[config.mk]
export PLATFORM = sky130hd
export DESIGN_NAME = uc_microc
export DESIGN_NICKNAME = d
export VERILOG_FILES = /design/src/rtl/uc_microc.sv
export SDC_FILE = /design/constraint.sdc
export NUM_CORES = 1
export LEC_CHECK = 0
export ABC_AREA = 1
export CAP_MARGIN = 10
export CORE_AREA = 2 2 39 41
export CTS_BUF_LIST = sky130_fd_sc_hd__clkbuf_4 sky130_fd_sc_hd__clkbuf_8
export CTS_CLUSTER_SIZE = 20
export DETAILED_ROUTE_END_ITERATION = 10
export DIE_AREA = 0 0 41 43
export PLACE_DENSITY_LB_ADDON = 0.2
export SLEW_MARGIN = 20
export SYNTH_ARGS = -nofsm -noshare
export SYNTH_HDL_FRONTEND = slang
export SYNTH_SLANG_ARGS = --single-unit
[constraint.sdc]
create_clock -name clk -period 1.37 [get_ports clk]
set_clock_uncertainty 0.05 [all_clocks]
set_input_delay 0.274 -clock clk [delete_from_list [all_inputs] [get_ports clk]]
set_output_delay 0.274 -clock clk [all_outputs]
set_load 0.1 [all_outputs]
[src/rtl/uc_microc.sv]
// uc_microc: control unit and start/WAIT/HALT sequencer for the microc datapath.
// Latency: decode is combinational from (state, Opcode, z); WAIT takes n+2 cycles; HALT stalls the PC until reset.
module uc_microc #(
  parameter int START_CYCLES = 1,
  parameter int WAIT_W       = 2
) (
  input  logic       clk,
  input  logic       reset,
  input  logic [5:0] Opcode,
  input  logic       z,
  output logic       s_inc,
  output logic       s_inm,
  output logic       we3,
  output logic       wez,
  output logic [2:0] Op,
  output logic       pc_we,
  output logic       halted
);

  typedef enum logic [1:0] {
    ST_START = 2'd0,
    ST_RUN   = 2'd1,
    ST_WAIT  = 2'd2,
    ST_HALT  = 2'd3
  } state_t;

  localparam logic [1:0] START_LAST = 2'(START_CYCLES - 1);

  state_t            state, state_nxt;
  logic [1:0]        start_cnt, start_cnt_nxt;
  logic [WAIT_W-1:0] wait_cnt, wait_cnt_nxt;

  always_ff @(posedge clk or posedge reset) begin
    if (reset) begin
      state     <= ST_START;
      start_cnt <= '0;
      wait_cnt  <= '0;
    end else begin
      state     <= state_nxt;
      start_cnt <= start_cnt_nxt;
      wait_cnt  <= wait_cnt_nxt;
    end
  end

  always_comb begin
    state_nxt     = state;
    start_cnt_nxt = start_cnt;
    wait_cnt_nxt  = wait_cnt;
    s_inc         = 1'b0;
    s_inm         = 1'b0;
    we3           = 1'b0;
    wez           = 1'b0;
    Op            = 3'b000;
    pc_we         = 1'b0;
    halted        = 1'b0;

    case (state)
      ST_START: begin
        if (start_cnt == START_LAST) state_nxt = ST_RUN;
        else                         start_cnt_nxt = start_cnt + 2'd1;
      end

      ST_RUN: begin
        if (Opcode[5]) begin
          Op    = Opcode[4:2];
          s_inc = 1'b1;
          we3   = 1'b1;
          wez   = 1'b1;
          pc_we = 1'b1;
        end else begin
          case (Opcode[4:2])
            3'b000: begin
              s_inc = 1'b1;
              s_inm = 1'b1;
              we3   = 1'b1;
              pc_we = 1'b1;
            end
            3'b001: pc_we = 1'b1;
            3'b010: begin
              s_inc = ~z;
              pc_we = 1'b1;
            end
            3'b011: begin
              s_inc = z;
              pc_we = 1'b1;
            end
            3'b101: begin
              wait_cnt_nxt = Opcode[WAIT_W-1:0];
              state_nxt    = ST_WAIT;
            end
            3'b111: state_nxt = ST_HALT;
            // 100 (NOP) and reserved 110 both just advance the PC
            default: begin
              s_inc = 1'b1;
              pc_we = 1'b1;
            end
          endcase
        end
      end

      ST_WAIT: begin
        if (wait_cnt != '0) begin
          wait_cnt_nxt = wait_cnt - WAIT_W'(1);
        end else begin
          s_inc     = 1'b1;
          pc_we     = 1'b1;
          state_nxt = ST_RUN;
        end
      end

      ST_HALT: halted = 1'b1;

      default: state_nxt = ST_START;
    endcase
  end

endmodule
== After elaboration in Yosys (flattened, before gate mapping) ==
Cells that the tools add are included.

* Bits in registers: 6
* Output and inout bits: 9

* $add $sub $neg: 2
* Equality and inequality tests: 14
* Mux-type cells: 26
* Bitwise gates (word level): 2
* Reductions and logical operators: 11

{| class="wikitable"
|+ Operators with widths
! cell !! count
|-
| $mux W1 || 12
|-
| $mux W2 || 6
|-
| $ne A2 B2 Y1 const B || 5
|-
| $pmux W2 S2 || 2
|-
| $eq A3 B2 Y1 const B || 2
|-
| $eq A3 B3 Y1 const B || 2
|-
| $mux W3 || 2
|-
| $pmux W2 S3 || 1
|-
| $reduce_and A5 Y1 || 1
|-
| $eq A2 B2 Y1 const B || 2
|-
| $logic_not A2 Y1 || 2
|-
| $pmux W1 S2 || 2
|-
| $reduce_and A4 Y1 || 1
|-
| $reduce_bool A2 Y1 || 2
|-
| $eq A3 B1 Y1 const B || 1
|-
| $logic_not A3 Y1 || 1
|-
| $ne A3 B2 Y1 const B || 1
|-
| $pmux W1 S3 || 1
|-
| $reduce_bool A3 Y1 || 1
|-
| $reduce_or A3 Y1 || 1
|-
| $add A2 B1 Y2 const B || 1
|-
| $eq A2 B1 Y1 const B || 1
|-
| $not A1 Y1 || 2
|-
| $reduce_and A2 Y1 || 1
|-
| 2 further kinds || 2
|}

== Longest topological paths before layout ==
Gate-level depths: netlist of the first run.

* Word-level depth: 5
* Depth in mapped cells: 9
* Gate-level depth less buffers: 9

== Worst setup path before layout of the first run ==
OpenSTA, ideal clock, no wires.

* Path kind: register -> output
* From: register state[1]
* To: output s_inc
* Data arrival time: 2.453 ns
* Data required time: 1.046 ns
* Path slack: -1.407 ns
* Cell stages (with the launch flop): 7
* Buffers on the path: 0
* Cells stage by stage: dfrtp_1 > inv_1 > ha_1 > nand2_2 > nand2_4 > inv_1 > a21oi_1

* Longest elaborated chain between the ends: 2

{| class="wikitable"
|+ Ends and longest elaborated chain
! item !! RTL line !! RTL
|-
| start: declaration || 29 || <nowiki>state_t state, state_nxt;</nowiki>
|-
| start signal: assignment || 39 || <nowiki>state <= state_nxt;</nowiki>
|-
| $eq A2 B2 Y1 / $eq A2 B1 Y1 (equally long branches) || 57 || <nowiki>case (state)</nowiki>
|-
| $pmux W1 S2 * || 57 ||
|-
| end: declaration || 11 || <nowiki>output logic s_inc,</nowiki>
|}

Every way passes the cells marked *; elsewhere a longest branch is shown, timed or not.

== Final worst setup path of the first run ==
* From: input Opcode[2]
* To: output s_inc

* Longest elaborated chain between the ends: 5

{| class="wikitable"
|+ Ends and longest elaborated chain
! item !! RTL line !! RTL
|-
| start: declaration || 9 || <nowiki>input logic [5:0] Opcode,</nowiki>
|-
| $eq A3 B3 Y1 / $eq A3 B1 Y1 (equally long branches) || 71 || <nowiki>case (Opcode[4:2])</nowiki>
|-
| $reduce_or A3 Y1 (no source line) || -- ||
|-
| $pmux W1 S3 * || 71 ||
|-
| $mux W1 * || 64 || <nowiki>if (Opcode[5]) begin</nowiki>
|-
| $pmux W1 S2 * || 57 ||
|}

Marked as above.

==> results of run 1 <==
-- stage by stage --
stage | power, uW | hold WS, ns | worst slack (ns) | area, sq um
detailed placement | 2557 | 0.4396 | -0.4142 | 1045
global placement | 2489 | 0.4179 | -0.3600 | 1045
floorplan | 1727 | 0.01496 | -0.3853 | 614.3
finish | 3130 | 0.2144 | -0.4679 | 1212
global route | 3281 | 0.2172 | -0.5223 | 1212
CTS | 2934 | 0.2018 | -0.4306 | 1154
-- report_power, final --
group          total (uW)  switching (uW)  internal, uW
sequential            292            50.7           241
combinational        2670            1580          1090
clock                 166            66.3          99.2
total                3130            1700          1430
-- cells by family after synthesis --
group	share of synthesized area (%)
buf+inv	12.11
xor+xnor	1.663
simple gates	33.02
compound gates	10.45
flops	28.50
fa+ha+maj	14.25
-- layout make-up --
| class | count | area share [%] |
|---|---|---|
| clock buffer | 3 | 1.858 |
| multi-input combinational | 50 | 38.80 |
| inverter | 17 | 5.470 |
| tap | 16 | 1.651 |
| sequential | 6 | 12.49 |
| timing repair buffer | 43 | 39.73 |
-- worst paths after layout --
check	cells past startpoint	slack [ns]	endpoint	from
max reg2reg	9	-0.20	state[0]	state[0]
max	6	-0.47	s_inc	Opcode[2]
max in group asynchronous	2	0.83	state[0]	reset
min reg2reg	2	0.47	wait_cnt[1]	wait_cnt[1]
min in group clk	2	0.47	wait_cnt[1]	wait_cnt[1]
min	2	0.21	wait_cnt[0]	reset
-- synthesized netlist by cell type --
cell / n / share of area [%]
inv_1: 15 / 11
nand2_1: 13 / 9.3
nor2_1: 8 / 5.7
dfrtp_1: 6 / 29
ha_1: 6 / 14
nand3_1: 6 / 5.7
nand2_2: 3 / 3.6
o21ai_0: 3 / 2.8
a21oi_1: 2 / 1.9
inv_2: 2 / 1.4
nand2_4: 2 / 4.3
a21oi_4: 1 / 3.1
nand4_1: 1 / 1.2
nor2_2: 1 / 1.2
nor2_4: 1 / 2.1
o21ai_1: 1 / 0.95
o21ai_2: 1 / 1.7
xor2_1: 1 / 1.7
-- routing by layer --
metal / global-route usage (%) / part of all wire (%) / routed length [um] / vias to the layer above
li1: - / - / - / 322
met1: 27.30 / 35 / 729 / 305
met2: 39.38 / 54 / 1122 / 21
met3: 8.901 / 5.6 / 116 / 10
met4: 17.33 / 5.0 / 104 / 0
met5: 0 / 0 / 0 / -
-- sequential cells by signal (all words and copies together), names as in the netlist --
register and cells:
start_cnt 2, state 2, wait_cnt 2
-- repair_timing --
action / 4_1_cts / 5_1_grt
gates resized for setup: 18 / 10
buffers inserted: 3 / 4
pin swaps: 8 / 7
gates cloned: 0 / 0
setup endpoints to repair: 13 / 13
==> metrics.md, run 1 <==
| Metric | Value |
|---|---|
| GR Overflow Total | 0 |
| Non-filler instance count after layout | 135 |
| Max Cap Viol | 0 |
| Detailed Route Iter0 Violations | 11 |
| Req. time, crit path | 1.05 ns |
| Number of buffers created by CTS | 3 |
| Worst-path clk slew | 0.04 ns |
| Area Overhead vs Synth | 130.2% |
| CTS sink count | 6 |
| Achievable Freq | 0.5441 GHz |
| WL/cell | 15.36 um |
| Register area | 151.4 sq um |
| Lkg Pwr | 0.0005708 uW |
| Area of the multi-input gates | 470.5 sq um |
| Hpwl dp | 1.298 mm |
| Layout cell share with drive strength beyond 1 | 62.18% |
| Htree depth | 1 |
| Critical-path top delay cell | clkdlybuf4s50_1 |
| Hold Violations, Final | 0 |
| Remaining DRCs | 0 |
| CTS tree | yes |
| Most frequent cells in the layout | buf_4, inv_1, nand2_1, buf_12 |
| Ys Warns | 0 |
| Rows | 14 |
| Startpoint types | input pin |
| Root buffer cell | clkbuf_4 |
| First-pass GRT wire length | 2.946 mm |
| Synthesized cell area | 526.8 sq um |
| CORE AREA | 0.001384 sq mm |
| Peak VDD IR | 0.002003 V |
| Clock Path Buffers | 2 |
| Via/cell ratio | 4.874 |
| # port buffers | 17 |
| Critical Path, Cell by Cell | clkdlybuf4s50_1 -> inv_1 -> nand4_1 -> nand3_4 -> a21oi_4 -> buf_12 |
| Io pins | 18 |
| Mean Syn Cell Area | 7.216 sq um |
| Yosys reg bits | 6 |
| Die Span Y | 43 um |
| Clk_lat worst skew | 0.25 ns |
| WP data arrival | 1.51 ns |
| Register area share after synthesis | 28.50% |
| Commonest non-fill, non-tap cell in the layout | buf_4 |
| Critical path class | in -> out |
| Initial Util | 38.07% |
| Layout Utilization | 87.61% |
| Slew headroom | 79.39% |
| Initial antenna violation count | 0 |
| Drt total wl | 2.073 mm |
| Dpl cells | 126 |
| # fillers | 83 |
| Setup Viol. Count Final | 13 |
| Worst-path fanout max | 3 |
| Final period util | 134.2% |
| Die ar. | 0.001763 sq mm |
| CP top delay family | buffers and inverters |
| GP Congestion | 0.7116 |
| Worst Setup End Kind | output port |
| Pwr dens | 2582 mW/mm^2 |
| Slew Limit Fails | 0 |
| Worst-Margin Slew | 0.3071 ns |
| First-pass iteration count of the detailed router | 4 |
| CP bufs+invs | 3 |
| Worst Hold Class | in -> async |
| Die Wd | 41 um |
| Violated checks | negative setup slack |
| Cts hold-fix bufs | 0 |
| GRT Total Usage | 25.48% |
| Vias in the first global route | 712 |
| Setup ws final | -0.4679 ns |
| Vias | 658 |
| Synth unique cells | 18 |
| Final nets | 136 |
| Post-route setup TNS | -4.051 ns |
| ANT cells | 0 |
| Routed Antenna Nets | 0 |
| Pin count of the biggest net entering global routing | 7 |
| RSZ-0062 raised after global routing | true |
| Fin crit period | 1.838 ns |
| Slowest stage delay, CP | 0.51 ns |
| Syn nets | 88 |
| Mapped Cells | 73 |
| Outcome | complete, but fails checks |
Power figures use the tool's default switching activity.
==> inputs of run 2 (changes only) <==
==> constraint.sdc (replaced) <==
create_clock -name clk -period 2.3 [get_ports clk]
set_clock_uncertainty 0.05 [all_clocks]
set_input_delay 0.46 -clock clk [delete_from_list [all_inputs] [get_ports clk]]
set_output_delay 0.46 -clock clk [all_outputs]
set_load 0.1 [all_outputs]
==> metrics.md, run 2 (same netlist as run 1, synthesis figures left out) <==
| Metric | Value |
|---|---|
| Outcome | complete, no violations |
| Worst-path clk slew | 0.05 ns |
| Initial antenna violation count | 0 |
| Die ar. | 0.001763 sq mm |
| Slew Limit Fails | 0 |
| Initial Util | 38.07% |
| Area post-placement | 803.3 sq um |
| Worst Setup End Kind | output port |
| Io pins | 18 |
| Most frequent cells in the layout | inv_1, nand2_1, clkdlybuf4s50_1, buf_12 |
| Startpoint types | input pin |
| Worst-path fanout max | 3 |
| Htree depth | 1 |
| Vias | 505 |
| Final nets | 110 |
| CTS tree | yes |
| Setup Viol. Count Final | 0 |
| Setup ws final | 0.1261 ns |
| # port buffers | 17 |
| Fin crit period | 2.174 ns |
| Critical path class | in -> out |
| Setup bufs post-CTS | 0 |
| Vias in the first global route | 516 |
| Critical Path, Cell by Cell | clkdlybuf4s50_1 -> inv_1 -> nand4_1 -> nand3_1 -> a21oi_2 -> buf_12 |
| Area Overhead vs Synth | 57.24% |
| Root buffer cell | clkbuf_4 |
| CTS sink count | 6 |
| Critical-path top delay cell | clkdlybuf4s50_1 |
| Achievable Freq | 0.4600 GHz |
| ANT cells | 0 |
| WL/cell | 10.30 um |
| Place WS | 0.1166 ns |
| RSZ-0062 raised after global routing | false |
| Drt total wl | 1.123 mm |
| Rows | 14 |
| Final instance area | 828.3 sq um |
| GR Overflow Total | 0 |
| WP data arrival | 1.66 ns |
| Die Wd | 41 um |
| Commonest non-fill, non-tap cell in the layout | inv_1 |
| Worst-Margin Slew | 0.2687 ns |
| Pin count of the biggest net entering global routing | 7 |
| CORE AREA | 0.001384 sq mm |
| Biggest registers after layout | start_cnt (2), state (2), wait_cnt (2) |
| Clock Path Buffers | 2 |
| First-pass GRT wire length | 2.021 mm |
| Via/cell ratio | 4.633 |
| CP top delay family | buffers and inverters |
| Remaining DRCs | 0 |
| Worst Hold Class | in -> async |
| Req. time, crit path | 1.79 ns |
| Die Span Y | 43 um |
| Layout cell share with drive strength beyond 1 | 29.03% |
| First-pass iteration count of the detailed router | 2 |
| Max Cap Viol | 0 |
| Final period util | 94.52% |
| Hpwl dp | 967.8 um |
| GP Congestion | 0.8066 |
| GRT Total Usage | 16.90% |
| CP bufs+invs | 3 |
| Clk_lat worst skew | 0.25 ns |
| Slowest stage delay, CP | 0.55 ns |
| Hold Violations, Final | 0 |
| Slew headroom | 81.97% |
| Routed Antenna Nets | 0 |
| Detailed Route Iter0 Violations | 8 |
| Number of buffers created by CTS | 3 |
==> run 2: worst reg2reg max path: cells and delay by family, from the launching register on <==
kind,cells,cell delay [ns]
adder cells (fa/ha/maj),1,0.24
flip-flops,1,0.39
buffers and inverters,2,0.20
AND/OR/NAND/NOR,4,0.37
AO/OA/AOI/OAI,1,0.09
==> run 2: path summary, 6_finish.rpt <==
kind	start	to	slack, ns	depth (start not counted)
worst min register to register	wait_cnt[1]	wait_cnt[1]	0.43	2
max in group asynchronous	reset	state[1]	1.62	2
worst max register to register	state[0]	state[1]	0.86	8
worst max-delay path	Opcode[2]	s_inc	0.13	6
min in group clk	wait_cnt[1]	wait_cnt[1]	0.43	2
worst min-delay path	reset	start_cnt[0]	0.38	2
==> run 2: repair_timing <==
item / CTS / global route
gates resized for setup: 0 / 1
hold buffers: 0 / 0
endpoints found under the setup margin: 0 / 4
==> run 2: final cells by class <==
cell class,count,area (sq um)
flip-flops and latches,6,150.1
well taps,16,20.02
clock buffers,3,22.52
fillers,131,555.5
inverters,17,63.81
repair buffers,17,247.7
multi-input cells,50,324.1
==> run 2: per-stage QoR <==
| step | setup TNS (ns) | utilization [%] | std cells | hold slack (ns) |
|---|---|---|---|---|
| floorplan | -1.042 | - | 73 | 0.2010 |
| global placement | 0 | 58.05 | 106 | 0.4186 |
| detailed placement | 0 | 58.05 | 106 | 0.4277 |
| CTS | 0 | 59.67 | 109 | 0.3798 |
| global route | 0 | 59.86 | 109 | 0.3871 |
| finish | 0 | 59.86 | 109 | 0.3784 |
==> run 2: routing by layer <==
metal  GRT usage, %  up-vias  share of wire, %
li1               -      264                 -
met1          22.11      230                43
met2          24.06       11                50
met3          10.47        0               7.6
met4          2.000        0                 0
met5              0        -                 0
Power of run 2 is left out: the tool's default activity adds up to more than one toggle a clock period on the data nets, which glitch-free logic cannot reach.
